`src/rtl/fetch_unit_pkg.sv`:
```
// Shared constants and types for the instruction fetch stage.
package fetch_unit_pkg;

  localparam int unsigned XLEN             = 32;
  localparam logic [31:0] NOP_INSTR        = 32'h0000_0013;
  localparam logic [31:0] DEFAULT_RESET_PC = 32'h0000_0000;
  localparam logic [31:0] PC_STEP          = 32'd4;

  typedef struct packed {
    logic [XLEN-1:0] instr;
    logic [XLEN-1:0] pc;
  } fetch_entry_t;

  function automatic logic [XLEN-1:0] word_align(input logic [XLEN-1:0] addr);
    return addr & ~32'h3;
  endfunction

endpackage

```
`src/rtl/fetch_unit_if.sv`:
```
// Instruction-memory, redirect and decode handshake signals of the fetch stage.
interface fetch_unit_if;

  logic        imem_req;
  logic [31:0] imem_addr;
  logic        imem_gnt;
  logic        imem_rvalid;
  logic [31:0] imem_rdata;
  logic        redirect;
  logic [31:0] redirect_pc;
  logic        id_valid;
  logic        id_ready;
  logic [31:0] id_instr;
  logic [31:0] id_pc;
  logic [31:0] id_pc_plus4;

  modport master (
    output imem_req, imem_addr, id_valid, id_instr, id_pc, id_pc_plus4,
    input  imem_gnt, imem_rvalid, imem_rdata, redirect, redirect_pc, id_ready
  );

  modport slave (
    input  imem_req, imem_addr, id_valid, id_instr, id_pc, id_pc_plus4,
    output imem_gnt, imem_rvalid, imem_rdata, redirect, redirect_pc, id_ready
  );

endinterface

```
`src/rtl/fetch_unit_queue.sv`:
```
// In-order {instr, pc} queue between instruction memory and decode.
module fetch_unit_queue
  import fetch_unit_pkg::*;
#(
  parameter int unsigned DEPTH    = 2,
  parameter logic [31:0] RESET_PC = DEFAULT_RESET_PC,
  localparam int unsigned AW      = $clog2(DEPTH),
  localparam int unsigned CW      = $clog2(DEPTH + 1)
) (
  input  logic         clk,
  input  logic         rst_n,
  input  logic         i_flush,
  input  logic         i_push,
  input  fetch_entry_t i_push_entry,
  input  logic         i_pop,
  output logic [CW-1:0] o_count,
  output fetch_entry_t o_head
);

  fetch_entry_t  r_mem [DEPTH];
  logic [AW-1:0] r_rd_ptr;
  logic [AW-1:0] r_wr_ptr;
  logic [CW-1:0] r_count;
  logic          w_pop;

  assign w_pop = i_pop && (r_count != '0);

  // storage, pointers and occupancy; a flush only rewinds the pointers
  always_ff @(posedge clk or negedge rst_n) begin
    if (!rst_n) begin
      for (int i = 0; i < DEPTH; i++) r_mem[i] <= {NOP_INSTR, RESET_PC};
      r_rd_ptr <= '0;
      r_wr_ptr <= '0;
      r_count  <= '0;
    end else if (i_flush) begin
      r_rd_ptr <= '0;
      r_wr_ptr <= '0;
      r_count  <= '0;
    end else begin
      if (i_push) begin
        r_mem[r_wr_ptr] <= i_push_entry;
        r_wr_ptr        <= r_wr_ptr + AW'(1);
      end
      if (w_pop) r_rd_ptr <= r_rd_ptr + AW'(1);
      case ({i_push, w_pop})
        2'b10:   r_count <= r_count + CW'(1);
        2'b01:   r_count <= r_count - CW'(1);
        default: r_count <= r_count;
      endcase
    end
  end

  assign o_count = r_count;
  assign o_head  = r_mem[r_rd_ptr];

  // credit accounting upstream must never let a push land on a full queue
  a_no_overflow: assert property (@(posedge clk) disable iff (!rst_n)
    !(i_push && !i_flush && (r_count == CW'(DEPTH)) && !w_pop));

endmodule

```
`src/rtl/fetch_unit.sv`:
```
// RV32I fetch stage: fetch PC, credit-limited issue, response tracking, redirect flush.
module fetch_unit
  import fetch_unit_pkg::*;
#(
  parameter logic [31:0] RESET_PC = DEFAULT_RESET_PC,
  parameter int unsigned QDEPTH   = 2
) (
  input  logic clk,
  input  logic rst_n,
  fetch_unit_if.master bus
);

  localparam int unsigned CW = $clog2(QDEPTH + 1);

  logic [31:0]   r_fetch_pc;
  logic [31:0]   r_resp_pc;
  logic [CW-1:0] r_outst;
  logic [CW-1:0] r_drop;

  logic [CW-1:0] w_count;
  logic [CW:0]   w_credit_used;
  fetch_entry_t  w_head;
  fetch_entry_t  w_push_entry;
  logic          w_valid;
  logic          w_pop;
  logic          w_req;
  logic          w_fire;
  logic          w_push;

  assign w_valid       = (w_count != '0);
  assign w_pop         = w_valid && bus.id_ready;
  // a slot freed by this cycle's pop can be re-credited immediately
  assign w_credit_used = {1'b0, r_outst} + {1'b0, w_count} - (CW+1)'(w_pop);
  assign w_req         = rst_n && !bus.redirect && (w_credit_used < (CW+1)'(QDEPTH));
  assign w_fire        = w_req && bus.imem_gnt;
  assign w_push        = bus.imem_rvalid && (r_drop == '0) && !bus.redirect;
  assign w_push_entry  = {bus.imem_rdata, r_resp_pc};

  // fetch/response PCs plus outstanding and stale-response counters
  always_ff @(posedge clk or negedge rst_n) begin
    if (!rst_n) begin
      r_fetch_pc <= RESET_PC;
      r_resp_pc  <= RESET_PC;
      r_outst    <= '0;
      r_drop     <= '0;
    end else if (bus.redirect) begin
      r_fetch_pc <= word_align(bus.redirect_pc);
      r_resp_pc  <= word_align(bus.redirect_pc);
      r_drop     <= r_outst - CW'(bus.imem_rvalid);
      r_outst    <= r_outst - CW'(bus.imem_rvalid);
    end else begin
      if (w_fire) r_fetch_pc <= r_fetch_pc + PC_STEP;
      if (w_push) r_resp_pc  <= r_resp_pc + PC_STEP;
      if (bus.imem_rvalid && (r_drop != '0)) r_drop <= r_drop - CW'(1);
      r_outst <= r_outst + CW'(w_fire) - CW'(bus.imem_rvalid);
    end
  end

  fetch_unit_queue #(
    .DEPTH    (QDEPTH),
    .RESET_PC (RESET_PC)
  ) u_queue (
    .clk          (clk),
    .rst_n        (rst_n),
    .i_flush      (bus.redirect),
    .i_push       (w_push),
    .i_push_entry (w_push_entry),
    .i_pop        (w_pop),
    .o_count      (w_count),
    .o_head       (w_head)
  );

  assign bus.imem_req    = w_req;
  assign bus.imem_addr   = r_fetch_pc;
  assign bus.id_valid    = w_valid;
  assign bus.id_instr    = w_valid ? w_head.instr : NOP_INSTR;
  assign bus.id_pc       = w_head.pc;
  assign bus.id_pc_plus4 = w_head.pc + PC_STEP;

endmodule

```
`src/flat_wrapper.sv`:
```
// flat-port wrapper written by rule: the top's interface ports become plain ports
module fetch_unit_flat import fetch_unit_pkg::*;
#(
  parameter logic [31:0] RESET_PC = DEFAULT_RESET_PC,
  parameter int unsigned QDEPTH   = 2
)
  (clk, rst_n, bus_imem_req, bus_imem_addr, bus_id_valid, bus_id_instr, bus_id_pc, bus_id_pc_plus4, bus_imem_gnt, bus_imem_rvalid, bus_imem_rdata, bus_redirect, bus_redirect_pc, bus_id_ready);
  fetch_unit_if bus_i ();
  input  logic clk;
  input  logic rst_n;
  output wire logic [$bits(bus_i.imem_req)-1:0] bus_imem_req;
  output wire logic [$bits(bus_i.imem_addr)-1:0] bus_imem_addr;
  output wire logic [$bits(bus_i.id_valid)-1:0] bus_id_valid;
  output wire logic [$bits(bus_i.id_instr)-1:0] bus_id_instr;
  output wire logic [$bits(bus_i.id_pc)-1:0] bus_id_pc;
  output wire logic [$bits(bus_i.id_pc_plus4)-1:0] bus_id_pc_plus4;
  input wire logic [$bits(bus_i.imem_gnt)-1:0] bus_imem_gnt;
  input wire logic [$bits(bus_i.imem_rvalid)-1:0] bus_imem_rvalid;
  input wire logic [$bits(bus_i.imem_rdata)-1:0] bus_imem_rdata;
  input wire logic [$bits(bus_i.redirect)-1:0] bus_redirect;
  input wire logic [$bits(bus_i.redirect_pc)-1:0] bus_redirect_pc;
  input wire logic [$bits(bus_i.id_ready)-1:0] bus_id_ready;
  assign bus_imem_req = bus_i.imem_req;
  assign bus_imem_addr = bus_i.imem_addr;
  assign bus_id_valid = bus_i.id_valid;
  assign bus_id_instr = bus_i.id_instr;
  assign bus_id_pc = bus_i.id_pc;
  assign bus_id_pc_plus4 = bus_i.id_pc_plus4;
  assign bus_i.imem_gnt = bus_imem_gnt;
  assign bus_i.imem_rvalid = bus_imem_rvalid;
  assign bus_i.imem_rdata = bus_imem_rdata;
  assign bus_i.redirect = bus_redirect;
  assign bus_i.redirect_pc = bus_redirect_pc;
  assign bus_i.id_ready = bus_id_ready;
  fetch_unit #(.RESET_PC(RESET_PC), .QDEPTH(QDEPTH)) u_core (.clk(clk), .rst_n(rst_n), .bus(bus_i));
endmodule
```
`config.mk`:
```
export PLATFORM = sky130hd
export DESIGN_NAME = fetch_unit_flat
export DESIGN_NICKNAME = d
export VERILOG_FILES = /design/src/rtl/fetch_unit_pkg.sv /design/src/rtl/fetch_unit_if.sv /design/src/rtl/fetch_unit_queue.sv /design/src/rtl/fetch_unit.sv /design/src/flat_wrapper.sv
export SDC_FILE = /design/constraint.sdc
export NUM_CORES = 1
export LEC_CHECK = 0
export CORE_MARGIN = 2
export CORE_UTILIZATION = 47
export DETAILED_ROUTE_END_ITERATION = 7
export PLACE_DENSITY = 0.74
export SLEW_MARGIN = 20
export SYNTH_ARGS = -nofsm -noshare
export SYNTH_HDL_FRONTEND = slang
export SYNTH_SLANG_ARGS = --single-unit
```
`constraint.sdc`:
```
create_clock -name clk -period 2.8 [get_ports clk]
set_input_delay 0.28 -clock clk [delete_from_list [all_inputs] [get_ports clk]]
set_output_delay 0.28 -clock clk [all_outputs]
set_load 0.05 [all_outputs]
```
# Yosys cells after proc, flatten, opt, wreduce, memory -nomap -nowiden
# Cells that the tools add are included.
[word_totals]
word_cells = 72
input_bits = 70
output_inout_bits = 130
register_bits = 200
[op_classes]
n_eq_ne = 2
bitwise_logic = 3
add_sub_neg = 13
n_reduce_logical = 19
mux = 20
order_cmp = 4
[op_table]
columns = ["cell", "count"]
rows = [
  ["64-bit 2-to-1 mux", 4],
  ["32-bit 2-to-1 mux", 5],
  ["128-bit bitwise mux", 1],
  ["32-bit by 3-bit adder with 32-bit output, second input constant", 3],
  ["64-bit demux with 1-bit select", 1],
  ["2-bit nonzero test", 6],
  ["1-bit logical AND", 9],
  ["2-bit 2-to-1 mux", 4],
  ["2-bit >= comparator, second input constant", 2],
  ["1-bit 2-to-1 mux", 4],
  ["1-bit inverter with 2-bit output", 2],
  ["2-bit one-hot mux with 2 select lines", 1],
  ["2-bit by 1-bit subtractor with 2-bit output", 2],
  ["2-bit by 1-bit subtractor with 2-bit output, second input constant", 2],
  ["2-bit by 2-bit adder with 3-bit output", 1],
  ["3-bit by 2-bit < comparator with 1-bit output, second input constant", 1],
  ["3-bit nonzero test", 1],
  ["3-bit by 1-bit subtractor with 3-bit output", 1],
  ["1-bit adder, second input constant", 2],
  ["2-bit by 1-bit adder with 2-bit output", 1],
  ["2-bit by 1-bit adder with 2-bit output, second input constant", 1],
  ["2-bit by 1-bit equality test with 1-bit output, second input constant", 1],
  ["2-bit equality test, second input constant", 1],
  ["2-bit logical NOT", 1],
  ["other kinds (4)", 4],
]

# Longest topological paths before layout
# Gate-level depths: netlist of the first run.
[depth]
depth_word = 9
mapped_depth = 15

# By module
# A second synthesis of the first run with hierarchy kept.
[unflattened]
hier_cells = 898
hier_area_um2 = 10835.4
[by_module_without_submodules]
columns = ["module", "seq_area_each_um2", "cells_per_inst", "area_each_um2", "n_inst"]
rows = [
  ["fetch_unit_queue", 3310.7, 362, 6357.3, 1],
  ["fetch_unit", 1601.5, 536, 4478.0, 1],
]

# Worst setup path after synthesis of the first run
# OpenSTA, ideal clock, no wires.
[synth_timing]
path_kind = "register to output"
startpoint = "register u_core.u_queue.r_rd_ptr"
endpoint = "output bus_id_pc_plus4[8]"
slack_ns = -1.713
arrival_ns = 4.233
path_stages_with_launch = 12
cell_sequence = "dfrtp_1 > buf_2 > buf_1 > buf_2 > mux2i_1 > inv_1 > ha_1 > nand4_1 > nand2_1 > and3_1 > xnor2_1 > mux2i_1"
[synth_between]
elab_chain_cells = 5
[synth_lines]
columns = ["element", "line_no", "text"]
rows = [
  ["start: declaration", "fetch_unit_queue.sv:21", "logic [AW-1:0] r_rd_ptr;"],
  ["start signal: assignment", "fetch_unit_queue.sv:44", "if (w_pop) r_rd_ptr <= r_rd_ptr + AW'(1);"],
  ["1-bit inverter with 2-bit output (not written as such)", "fetch_unit_queue.sv:54", "assign o_head = r_mem[r_rd_ptr];"],
  ["64-bit 2-to-1 mux (not written as such) (3 in series)", "fetch_unit_queue.sv:54", ""],
  ["net bus_id_pc[2]", "flat_wrapper.sv:15", "output wire logic [$bits(bus_i.id_pc)-1:0] bus_id_pc;"],
  ["32-bit by 3-bit adder with 32-bit output", "fetch_unit.sv:78", "assign bus.id_pc_plus4 = w_head.pc + PC_STEP;"],
  ["end: declaration", "flat_wrapper.sv:16", "output wire logic [$bits(bus_i.id_pc_plus4)-1:0] bus_id_pc_plus4;"],
]
# The timed path passes the listed nets, and every way through them passes these cells. The select of a mux whose other input is x is not followed.

# Worst setup path after layout of the first run
[layout_timing]
startpoint = "register u_core.u_queue.r_rd_ptr"
endpoint = "output bus_id_pc_plus4[24]"
[layout_between]
elab_chain_cells = 5
[layout_lines]
columns = ["element", "line_no"]
rows = [
  ["1-bit inverter with 2-bit output (not written as such)", "fetch_unit_queue.sv:54"],
  ["64-bit 2-to-1 mux (not written as such) (3 in series)", "fetch_unit_queue.sv:54"],
  ["32-bit by 3-bit adder with 32-bit output", "fetch_unit.sv:78"],
]
# No other way between the ends. The select of a mux whose other input is x is not followed.

==> run metrics, run 1 <==
status=complete, but fails checks; failing checks=setup timing; synth warn=0; Final Max Slew Viols=0; Die Height=150 um; PortBufs=191; final setup fails=21; Final Skew=0.0102 ns; Routed WL=27700 um; Max Clk Rate=0.321 GHz; FF+latch count, synth=192; total power=15600 uW; Total Nets Final=1260; Pre-antenna DRT Iters=5; Area Growth Syn to Fin=45.4%; Post-Synthesis Cell Area=10100 um^2; Yosys top cell area share=46.2%; GRT Util Overall=24.6%; CTS sink cnt=192; CP Max Fanout=4; initial core utilization=47.9%; largest net degree at the start of global routing=88; top cells by count, synth=dfrtp_1 (186), mux2_2 (141), nand2_1 (84); Synth area leader=dfrtp_1; Post-DRT Antenna Nets=0; Layout fillers=1485; Area contributors post-synth=dfrtp_1 (46%), mux2_2 (16%), mux2i_1 (4.7%), nand2_1 (3.1%), xnor2_1 (3.0%); global route overflow=0; Core Region=21000 um^2; Cell Rows=53; Period minus WS final=3.12 ns; most instantiated library cell after synthesis=dfrtp_1; critical path data arrival time=2.84 ns; Bufs on Longest Clock Path=2; Ports=200; pwr/cell area=1060 nW/um^2; Relative slew margins=48.6%; number of synthesized flops with an enable pin=0; clock root cell=clkbuf_16; Hold/Removal Path Class=input port to async pin; distinct cell type count after synthesis=59; via count=8330; slew of the pin with the lowest slew margin=0.771 ns; DRC errors left=0; ys async rst share=100%; WS Path Type=register to primary output; top_reg_cell synth=dfrtp_1; register area=4820 um^2; CP required=2.52 ns; Max-Cap Viols=0; critical path endpoint category=primary output; flop2flop setup slack=0.02 ns; global-route wire length before repair=43800 um; DIE AREA=22600 um^2; share of cells above drive strength 1=35.1%; CTS tree=done; DR iter-0 viols=459; VDD IR-drop max=0.547 mV; die extent in x=150 um; gpl congestion=0.883; H-tree depth=4; Final Hold Fails=0; Inserted Clock Buffers=17; initial antenna violation count=0; Final Cycle Share=111%; final worst slack=-0.317 ns; startpoint types=register; Avg Cell Area, Syn=10.8 um^2; Worst-path clk slew=0.07 ns; WL/cell=18.9 um; via/cell ratio=5.67; RSZ-0062 raised after global routing=yes; static leakage=0.00636 uW; Seq/Total Area, Yosys=47.8%; vias in the first global route=8337; setup_tns=-4.13 ns; multi-input logic area=5730 um^2; antenna cells=0; Worst-Skew Late Latency=0.43 ns; HPWL after DPL=18400 um; Post-Synthesis Cells=931; path depth of the worst reg2reg path=14; fin util=69.7%
-- worst paths after layout --
| path | startpoint | endpoint |
|---|---|---|
| min in group clk | bus_redirect_pc[15] | u_core.r_resp_pc[15] |
| worst max register to register | u_core.u_queue.o_count[0] | u_core.bus.imem_addr[23] |
| worst min register to register | u_core.u_queue.r_mem[92] | u_core.u_queue.r_mem[92] |
| worst min-delay path | rst_n | u_core.u_queue.r_mem[12] |
| worst max-delay path | u_core.u_queue.r_rd_ptr | bus_id_pc_plus4[24] |
| max in group asynchronous | rst_n | u_core.u_queue.r_mem[56] |
-- power breakdown --
part,switching [uW],internal [uW],total [uW]
Sequential,793,3740,4530
Combinational,4840,3660,8500
Clock,1170,1370,2540
Total,6810,8760,15600
-- placed cells by master, fill, tap and decap left out, drive strengths merged, types with 3 or more instances in the layout --
cell | synthesis | routed
o211ai | 13 | 13
nand2 | 85 | 85
conb | 1 | 6
nor2b | 6 | 6
buf | 25 | 135
and2 | 3 | 3
mux2i | 47 | 47
o21ai | 46 | 46
xor2 | 32 | 32
ha | 8 | 8
clkbuf | 27 | 20
and3 | 15 | 15
dfstp | 6 | 6
nand2b | 7 | 7
mux2 | 141 | 141
clkinvlp | 0 | 4
nand4 | 30 | 30
nor3 | 12 | 12
clkdlybuf4s50 | 0 | 102
nand4b | 8 | 8
nand3 | 37 | 37
a31oi | 5 | 5
o311ai | 9 | 9
o31a | 5 | 5
nor2 | 63 | 63
dfrtp | 186 | 186
inv | 27 | 34
xnor2 | 34 | 34
nor4 | 9 | 9
a21oi | 11 | 11
dlygate4sd2 | 0 | 36
-- kinds of logic after synthesis --
group | Yosys count | synth area share, %
simple gates | 284 | 14.2
flops | 192 | 47.8
mux | 188 | 20.4
compound gates | 112 | 7.27
buf+inv | 79 | 3.38
xor+xnor | 66 | 5.74
fa+ha+maj | 9 | 1.19
other cells | 1 | 0.0372
-- per-stage QoR --
step / worst slack, ns / hold slack (ns) / std cells / instance area [um^2]
detailed placement: -0.294 / 0.147 / 1397 / 13100
floorplan: -0.414 / -0.0156 / 936 / 10500
global placement: -0.213 / 0.147 / 1397 / 13100
CTS: -0.327 / 0.252 / 1458 / 14300
global route: -0.481 / 0.263 / 1469 / 14600
finish: -0.317 / 0.260 / 1469 / 14600
-- worst max-delay path: stages, from the launching register on --
cell        delay [ns]
dfrtp_4           0.55
mux2i_4           0.23
clkinvlp_4        0.10
ha_4              0.14
nand4_1           0.15
a221oi_4          0.36
nand4_1           0.22
buf_4             0.20
nor2_4            0.13
xor2_4            0.18
buf_12            0.15
-- sequential cells by signal (all words and copies together) (netlist names) --
signal,flops
u_core.bus.imem_addr,30
u_core.r_resp_pc,30
u_core.u_queue.r_mem,124
u_core.u_queue.o_count,2
u_core.r_outst,2
u_core.u_queue.r_rd_ptr,1
u_core.u_queue.r_wr_ptr,1
u_core.r_drop,2
-- final cells by class --
type / instances / share of cell area (%)
clock buffers: 17 / 2.90
repair buffers: 278 / 20.6
inverters: 27 / 0.803
clock inverters: 15 / 1.32
flip-flops and latches: 192 / 32.9
well taps: 275 / 2.35
multi-input cells: 665 / 39.2
-- repair_timing --
action	CTS	global route
setup buffers	29	12
hold endpoints to repair	13	0
endpoints found under the setup margin	66	48
pin swaps	30	26
cloned	2	1
gates resized for setup	89	70
hold buffers	1	0
-- metal layers --
metal	wire length, um	GRT usage (%)	vias up
li1	-	-	3820
met1	12300	35.4	4157
met2	13300	38.9	306
met3	1600	3.48	47
met4	578	7.64	0
met5	0	0	-
(Power assumes the default switching activity.)
==> inputs of run 2 (changes only) <==
--- a/config.mk
+++ b/config.mk
@@ -5,7 +5,6 @@
 export SDC_FILE = /design/constraint.sdc
 export NUM_CORES = 1
 export LEC_CHECK = 0
-export CORE_MARGIN = 2
 export CORE_UTILIZATION = 47
 export DETAILED_ROUTE_END_ITERATION = 7
 export PLACE_DENSITY = 0.74
==> run 2 against run 1 <==
  * The run still ends with setup timing left
  * Setup slack worse by 0.089 ns
  * Die area decreased by 2.6%
  * Total power fell by 1.4%
  * Largest cell class unchanged
  * Largest power group unchanged
==> run metrics, run 2 (same netlist as run 1, synthesis figures left out) <==
Ports=200 (unchanged); clock root cell=clkbuf_16; antenna cells=0 (unchanged); most frequent cells in the layout=dfrtp_1 (184), mux2_2 (139), buf_4 (106), clkdlybuf4s50_1 (103), nand2_1 (75); vias in the first global route=7820 (-6.2%); slew of the pin with the lowest slew margin=0.998 ns (+0.226 ns); Relative slew margins=33.5% (-15 points); largest net degree at the start of global routing=168 (+91%); Area Growth Syn to Fin=43.9%; Pre-antenna DRT Iters=5 (unchanged); Hold/Removal Path Class=input port to register; DIE AREA=22000 um^2 (-2.6%); Final Hold Fails=0 (unchanged); final worst slack=-0.405 ns (-0.0885 ns); startpoint types=register; total power=15400 uW (-1.4%); WHS=0.282 ns (+0.0217 ns); share of cells above drive strength 1=38.3% (+3.2 points); H-tree depth=4 (unchanged); Worst-Skew Late Latency=0.44 ns (about the same); global-route wire length before repair=41200 um (-6.1%); max FFs per register=124 (unchanged); GRT Util Overall=24.0% (-0.61 points); Top reg by flops=u_core.u_queue.r_mem; Max Clk Rate=0.312 GHz (-2.8%); final setup fails=25 (+19%); critical path endpoint category=primary output; Core Region=21000 um^2 (unchanged); pre-CTS WS=-0.289 ns (+0.00486 ns); WS Path Type=register to primary output; HPWL after DPL=17400 um (-5.5%); die extent in x=148 um (-1.3%); commonest non-fill, non-tap cell in the layout=dfrtp_1; failing checks=setup timing; Worst-path clk slew=0.07 ns (about the same); PortBufs=191 (unchanged); Inserted Clock Buffers=17 (unchanged); CTS tree=done; WL/cell=18.2 um (-3.7%); Final Max Slew Viols=0 (unchanged); global route overflow=0 (unchanged); initial core utilization=47.9% (unchanged); CP required=2.52 ns (about the same); Post-DP Area=13000 um^2 (-0.90%); DR iter-0 viols=398 (-13%); Final Skew=0.00864 ns (-0.00157 ns); Final Cycle Share=114% (+3.2 points); Max-Cap Viols=0 (unchanged); initial antenna violation count=0 (unchanged); CP Max Fanout=7 (+3); via/cell ratio=5.60 (-1.3%); Post-DRT Antenna Nets=0 (unchanged); Layout fillers=1477 (-0.54%); VDD IR-drop max=0.539 mV (-1.4%); static leakage=0.00621 uW (-2.3%); status=complete, but fails checks; Inst Count DP=1394 (-0.21%); gpl congestion=0.845 (-4.3%); Period minus WS final=3.21 ns (+0.0885 ns); critical path data arrival time=2.93 ns (+0.09 ns); Die Height=148 um (-1.3%); Non-Filler Instances=1456 (-0.88%); pwr/cell area=1060 nW/um^2 (-0.36%); Total Nets Final=1247 (-1.0%); Routed WL=26400 um (-4.6%); via count=8151 (-2.1%); Bufs on Longest Clock Path=2 (unchanged); DRC errors left=0 (unchanged); Cell Rows=53 (unchanged); RSZ-0062 raised after global routing=yes; cell area after layout=14500 um^2 (-1.0%); CTS sink cnt=192 (unchanged)
run 2: cell types whose count changed in the layout (fill, tap and decap cells not counted), sizes merged, moves of 2 or more:
cell	change
inv	-3
dlygate4sd2	-35
bufinv	-2
clkinv	+6
clkinvlp	-2
buf	+19
run 2: stage by stage:
step                util, %  TNS (ns)
finish                 69.0     -5.40
global route           69.0     -9.71
CTS                    66.7     -4.52
detailed placement     61.9     -5.37
global placement       61.9     -3.49
floorplan                 -     -3.99
run 2: final cells by class:
| class | count | area, um^2 | area share [%] |
|---|---|---|---|
| Multi-Input combinational cell | 665 | 5830 | 40.2 |
| Sequential cell | 192 | 4820 | 33.2 |
| Timing Repair Buffer | 265 | 2830 | 19.5 |
| Clock buffer | 18 | 439 | 3.03 |
| Tap cell | 275 | 344 | 2.37 |
| Clock inverter | 14 | 125 | 0.863 |
| Inverter | 27 | 118 | 0.811 |
run 2: critical path, stage by stage (launching register included):
cell and delay [ns]:
dfrtp_4 0.56, mux2i_4 0.23, clkinvlp_4 0.09, ha_4 0.13, nand4_1 0.18, a221oi_4 0.36
nand4_1 0.24, buf_4 0.21, nor2_4 0.12, xor2_4 0.18, buf_12 0.15
run 2: power breakdown:
group	switching (uW)	internal (uW)	leakage, uW
clock	1140	1190	0.000277
sequential	795	3740	0.00238
combinational	4790	3710	0.00356
run 2: final timing paths:
check | start | to | slack [ns] | cells after the start
worst max-delay path | u_core.u_queue.r_rd_ptr | bus_id_pc_plus4[24] | -0.41 | 10
worst min-delay path | bus_redirect | u_core.u_queue.r_wr_ptr | 0.28 | 2
worst max register to register | u_core.u_queue.o_count[0] | u_core.bus.imem_addr[23] | -0.06 | 14
worst min register to register | u_core.u_queue.r_mem[92] | u_core.u_queue.r_mem[92] | 0.50 | 1
max in group asynchronous | rst_n | u_core.u_queue.r_mem[16] | 1.25 | 3
min in group asynchronous | rst_n | u_core.bus.imem_addr[23] | 0.31 | 2
run 2: per-layer routing:
layer	global-route usage, %	routed length, um	share of wire (%)
met5	0	0	0
met3	4.57	1470	5.6
met1	34.0	11800	45
met4	7.53	389	1.5
met2	37.3	12800	48
run 2: timing repair:
action,in CTS,in global routing
endpoints found under the setup margin,35,50
hold endpoints to repair,25,0
setup buffers,15,13
hold buffers,1,0
gates cloned,2,1
resized for setup,48,96
pin swaps,27,48
==> inputs of run 3 (changes only) <==
--- a/config.mk
+++ b/config.mk
@@ -6,8 +6,9 @@
 export NUM_CORES = 1
 export LEC_CHECK = 0
 export CORE_UTILIZATION = 47
+export CTS_CLUSTER_SIZE = 12
 export DETAILED_ROUTE_END_ITERATION = 7
-export PLACE_DENSITY = 0.74
+export PLACE_DENSITY = 0.77
 export SLEW_MARGIN = 20
 export SYNTH_ARGS = -nofsm -noshare
 export SYNTH_HDL_FRONTEND = slang
==> run 3 against run 2 <==
  * The flow still finishes with violations (setup timing)
  * Hold slack worse by 0.18 ns
  * Cell area fell by 0.12%
  * Non-clock buffer count is 2 higher
  * Clock power rose by 13%
  * Highest routed layer unchanged
  * Sequential share of layout area about the same
  * Register-to-register slack improved by 0.02 ns
  * Largest cell class unchanged
  * Sequential power about the same
  * Largest power group unchanged
  * Via count is 0.91% higher
  * Critical path type unchanged
  * Core utilization down 0.083 points
==> run metrics, run 3 (same netlist as run 1, synthesis figures left out) <==
DRC errors left=0 (unchanged); Final Max Slew Viols=0 (unchanged); Worst-path clk slew=0.07 ns (about the same); commonest non-fill, non-tap cell in the layout=dfrtp_1; Top reg by flops=u_core.u_queue.r_mem; Pre-antenna DRT Iters=5 (unchanged); Area Growth Syn to Fin=43.8%; Inst Count DP=1395 (+0.072%); Non-Filler Instances=1458 (+0.14%); Die Height=148 um (unchanged); via count=8225 (+0.91%); WL/cell=18.9 um (+4.1%); CTS sink cnt=192 (unchanged); pwr/cell area=1080 nW/um^2 (+2.2%); DIE AREA=22000 um^2 (unchanged); slew of the pin with the lowest slew margin=0.958 ns (-0.0400 ns); Layout fillers=1481 (+0.27%); WL met3=1660 um (+13%); Routed WL=27600 um (+4.3%); die extent in x=148 um (unchanged); global route overflow=0 (unchanged); max FFs per register=124 (unchanged); Inserted Clock Buffers=17 (unchanged); largest net degree at the start of global routing=115 (-32%); Bufs on Longest Clock Path=2 (unchanged); global-route wire length before repair=43000 um (+4.3%); H-tree depth=4 (unchanged); met2 wire length=13300 um (+3.9%); Relative slew margins=36.2% (+2.7 points); final worst slack=-0.420 ns (-0.0146 ns); CTS tree=done; critical path data arrival time=2.94 ns (about the same); failing checks=setup timing; vias in the first global route=8072 (+3.2%); clock root cell=clkbuf_16; GRT Util Overall=24.9% (+0.88 points); via/cell ratio=5.64 (+0.77%); Max-Cap Viols=0 (unchanged); WS Path Type=register to primary output; share of cells above drive strength 1=34.8% (-3.4 points); Ports=200 (unchanged); antenna cells=0 (unchanged); status=complete, but fails checks; Post-DRT Antenna Nets=0 (unchanged); startpoint types=register; CP Max Fanout=7 (unchanged); initial core utilization=47.9% (unchanged); final setup fails=25 (unchanged); DR iter-0 viols=440 (+11%); VDD IR-drop max=0.504 mV (-6.4%); critical path endpoint category=primary output; gpl congestion=0.868 (+2.7%); Cell Rows=53 (unchanged); Final Skew=0.00806 ns (-0.000578 ns); Max Clk Rate=0.311 GHz (-0.45%); Final Cycle Share=115% (+0.52 points); most frequent cells in the layout=dfrtp_1 (184), mux2_2 (140), clkdlybuf4s50_1 (110), buf_4 (89), nand2_1 (78); Hold/Removal Path Class=input port to register; CP required=2.52 ns (about the same); Core Region=21000 um^2 (unchanged); RSZ-0062 raised after global routing=yes; Total Nets Final=1249 (+0.16%); HPWL after DPL=18200 um (+4.7%); M1 WL=12000 um (+1.2%); highest metal used=met4; WHS=0.100 ns (-0.182 ns); Final Hold Fails=0 (unchanged); PortBufs=191 (unchanged); Worst-Skew Late Latency=0.43 ns (about the same); initial antenna violation count=0 (unchanged); Period minus WS final=3.22 ns (+0.0146 ns); static leakage=0.00629 uW (+1.3%)
-- run 3: critical path: stages (launching register included) --
cell and delay (ns):
dfrtp_4 0.55, buf_6 0.16, buf_12 0.13, nand4b_1 0.27, a21oi_4 0.28, buf_4 0.19
nand4_1 0.15, buf_6 0.18, nor3b_4 0.27, xnor2_4 0.16, buf_12 0.16
-- run 3: metrics by stage --
stage | total power [uW] | TNS (ns) | instance area (um^2) | util (%) | worst slack [ns]
after CTS | 15500 | -4.27 | 14200 | 67.7 | -0.313
after detailed placement | 12600 | -4.66 | 13100 | 62.3 | -0.322
after global placement | 12400 | -2.51 | 13100 | 62.3 | -0.255
after floorplan | 9630 | -3.99 | 10500 | - | -0.414
after global routing | 16400 | -8.56 | 14500 | 68.9 | -0.535
final | 15700 | -5.51 | 14500 | 68.9 | -0.420
-- run 3: where the power goes --
group	switching [uW]	internal [uW]
combinational	4850	3670
clock	1180	1460
sequential	786	3740
total	6810	8870
-- run 3: metal layers --
metal  GRT usage, %  vias to the layer above
li1               -                     3780
met1           33.7                     4067
met2           39.9                      323
met3           5.06                       55
met4           8.66                        0
met5              0                        -
-- run 3: final cells by class --
| type | count | area [um^2] | area share, % |
|---|---|---|---|
| repair buffers | 267 | 2890 | 20.0 |
| clock inverters | 15 | 223 | 1.54 |
| flip-flops and latches | 192 | 4820 | 33.3 |
| clock buffers | 17 | 425 | 2.94 |
| multi-input cells | 665 | 5660 | 39.1 |
| inverters | 27 | 118 | 0.812 |
| well taps | 275 | 344 | 2.38 |
-- run 3: what timing repair did --
item / CTS / global route
hold endpoints to repair: 1 / 0
setup buffers: 18 / 11
gates cloned: 2 / 1
gates resized for setup: 62 / 50
hold buffers: 1 / 0
pin swaps: 25 / 23
endpoints found under the setup margin: 36 / 47
-- run 3: final timing paths --
| check | slack [ns] | end | start | depth (start not counted) |
|---|---|---|---|---|
| max in group asynchronous | 1.43 | u_core.u_queue.r_mem[98] | rst_n | 3 |
| worst min register to register | 0.50 | u_core.u_queue.r_mem[92] | u_core.u_queue.r_mem[92] | 1 |
| worst min-delay path | 0.10 | u_core.u_queue.o_count[0] | bus_redirect | 2 |
| worst max-delay path | -0.42 | bus_id_pc_plus4[26] | u_core.u_queue.r_rd_ptr | 10 |
| min in group asynchronous | 0.23 | u_core.u_queue.r_mem[12] | rst_n | 2 |
| worst max register to register | -0.04 | u_core.bus.imem_addr[29] | u_core.u_queue.o_count[0] | 14 |
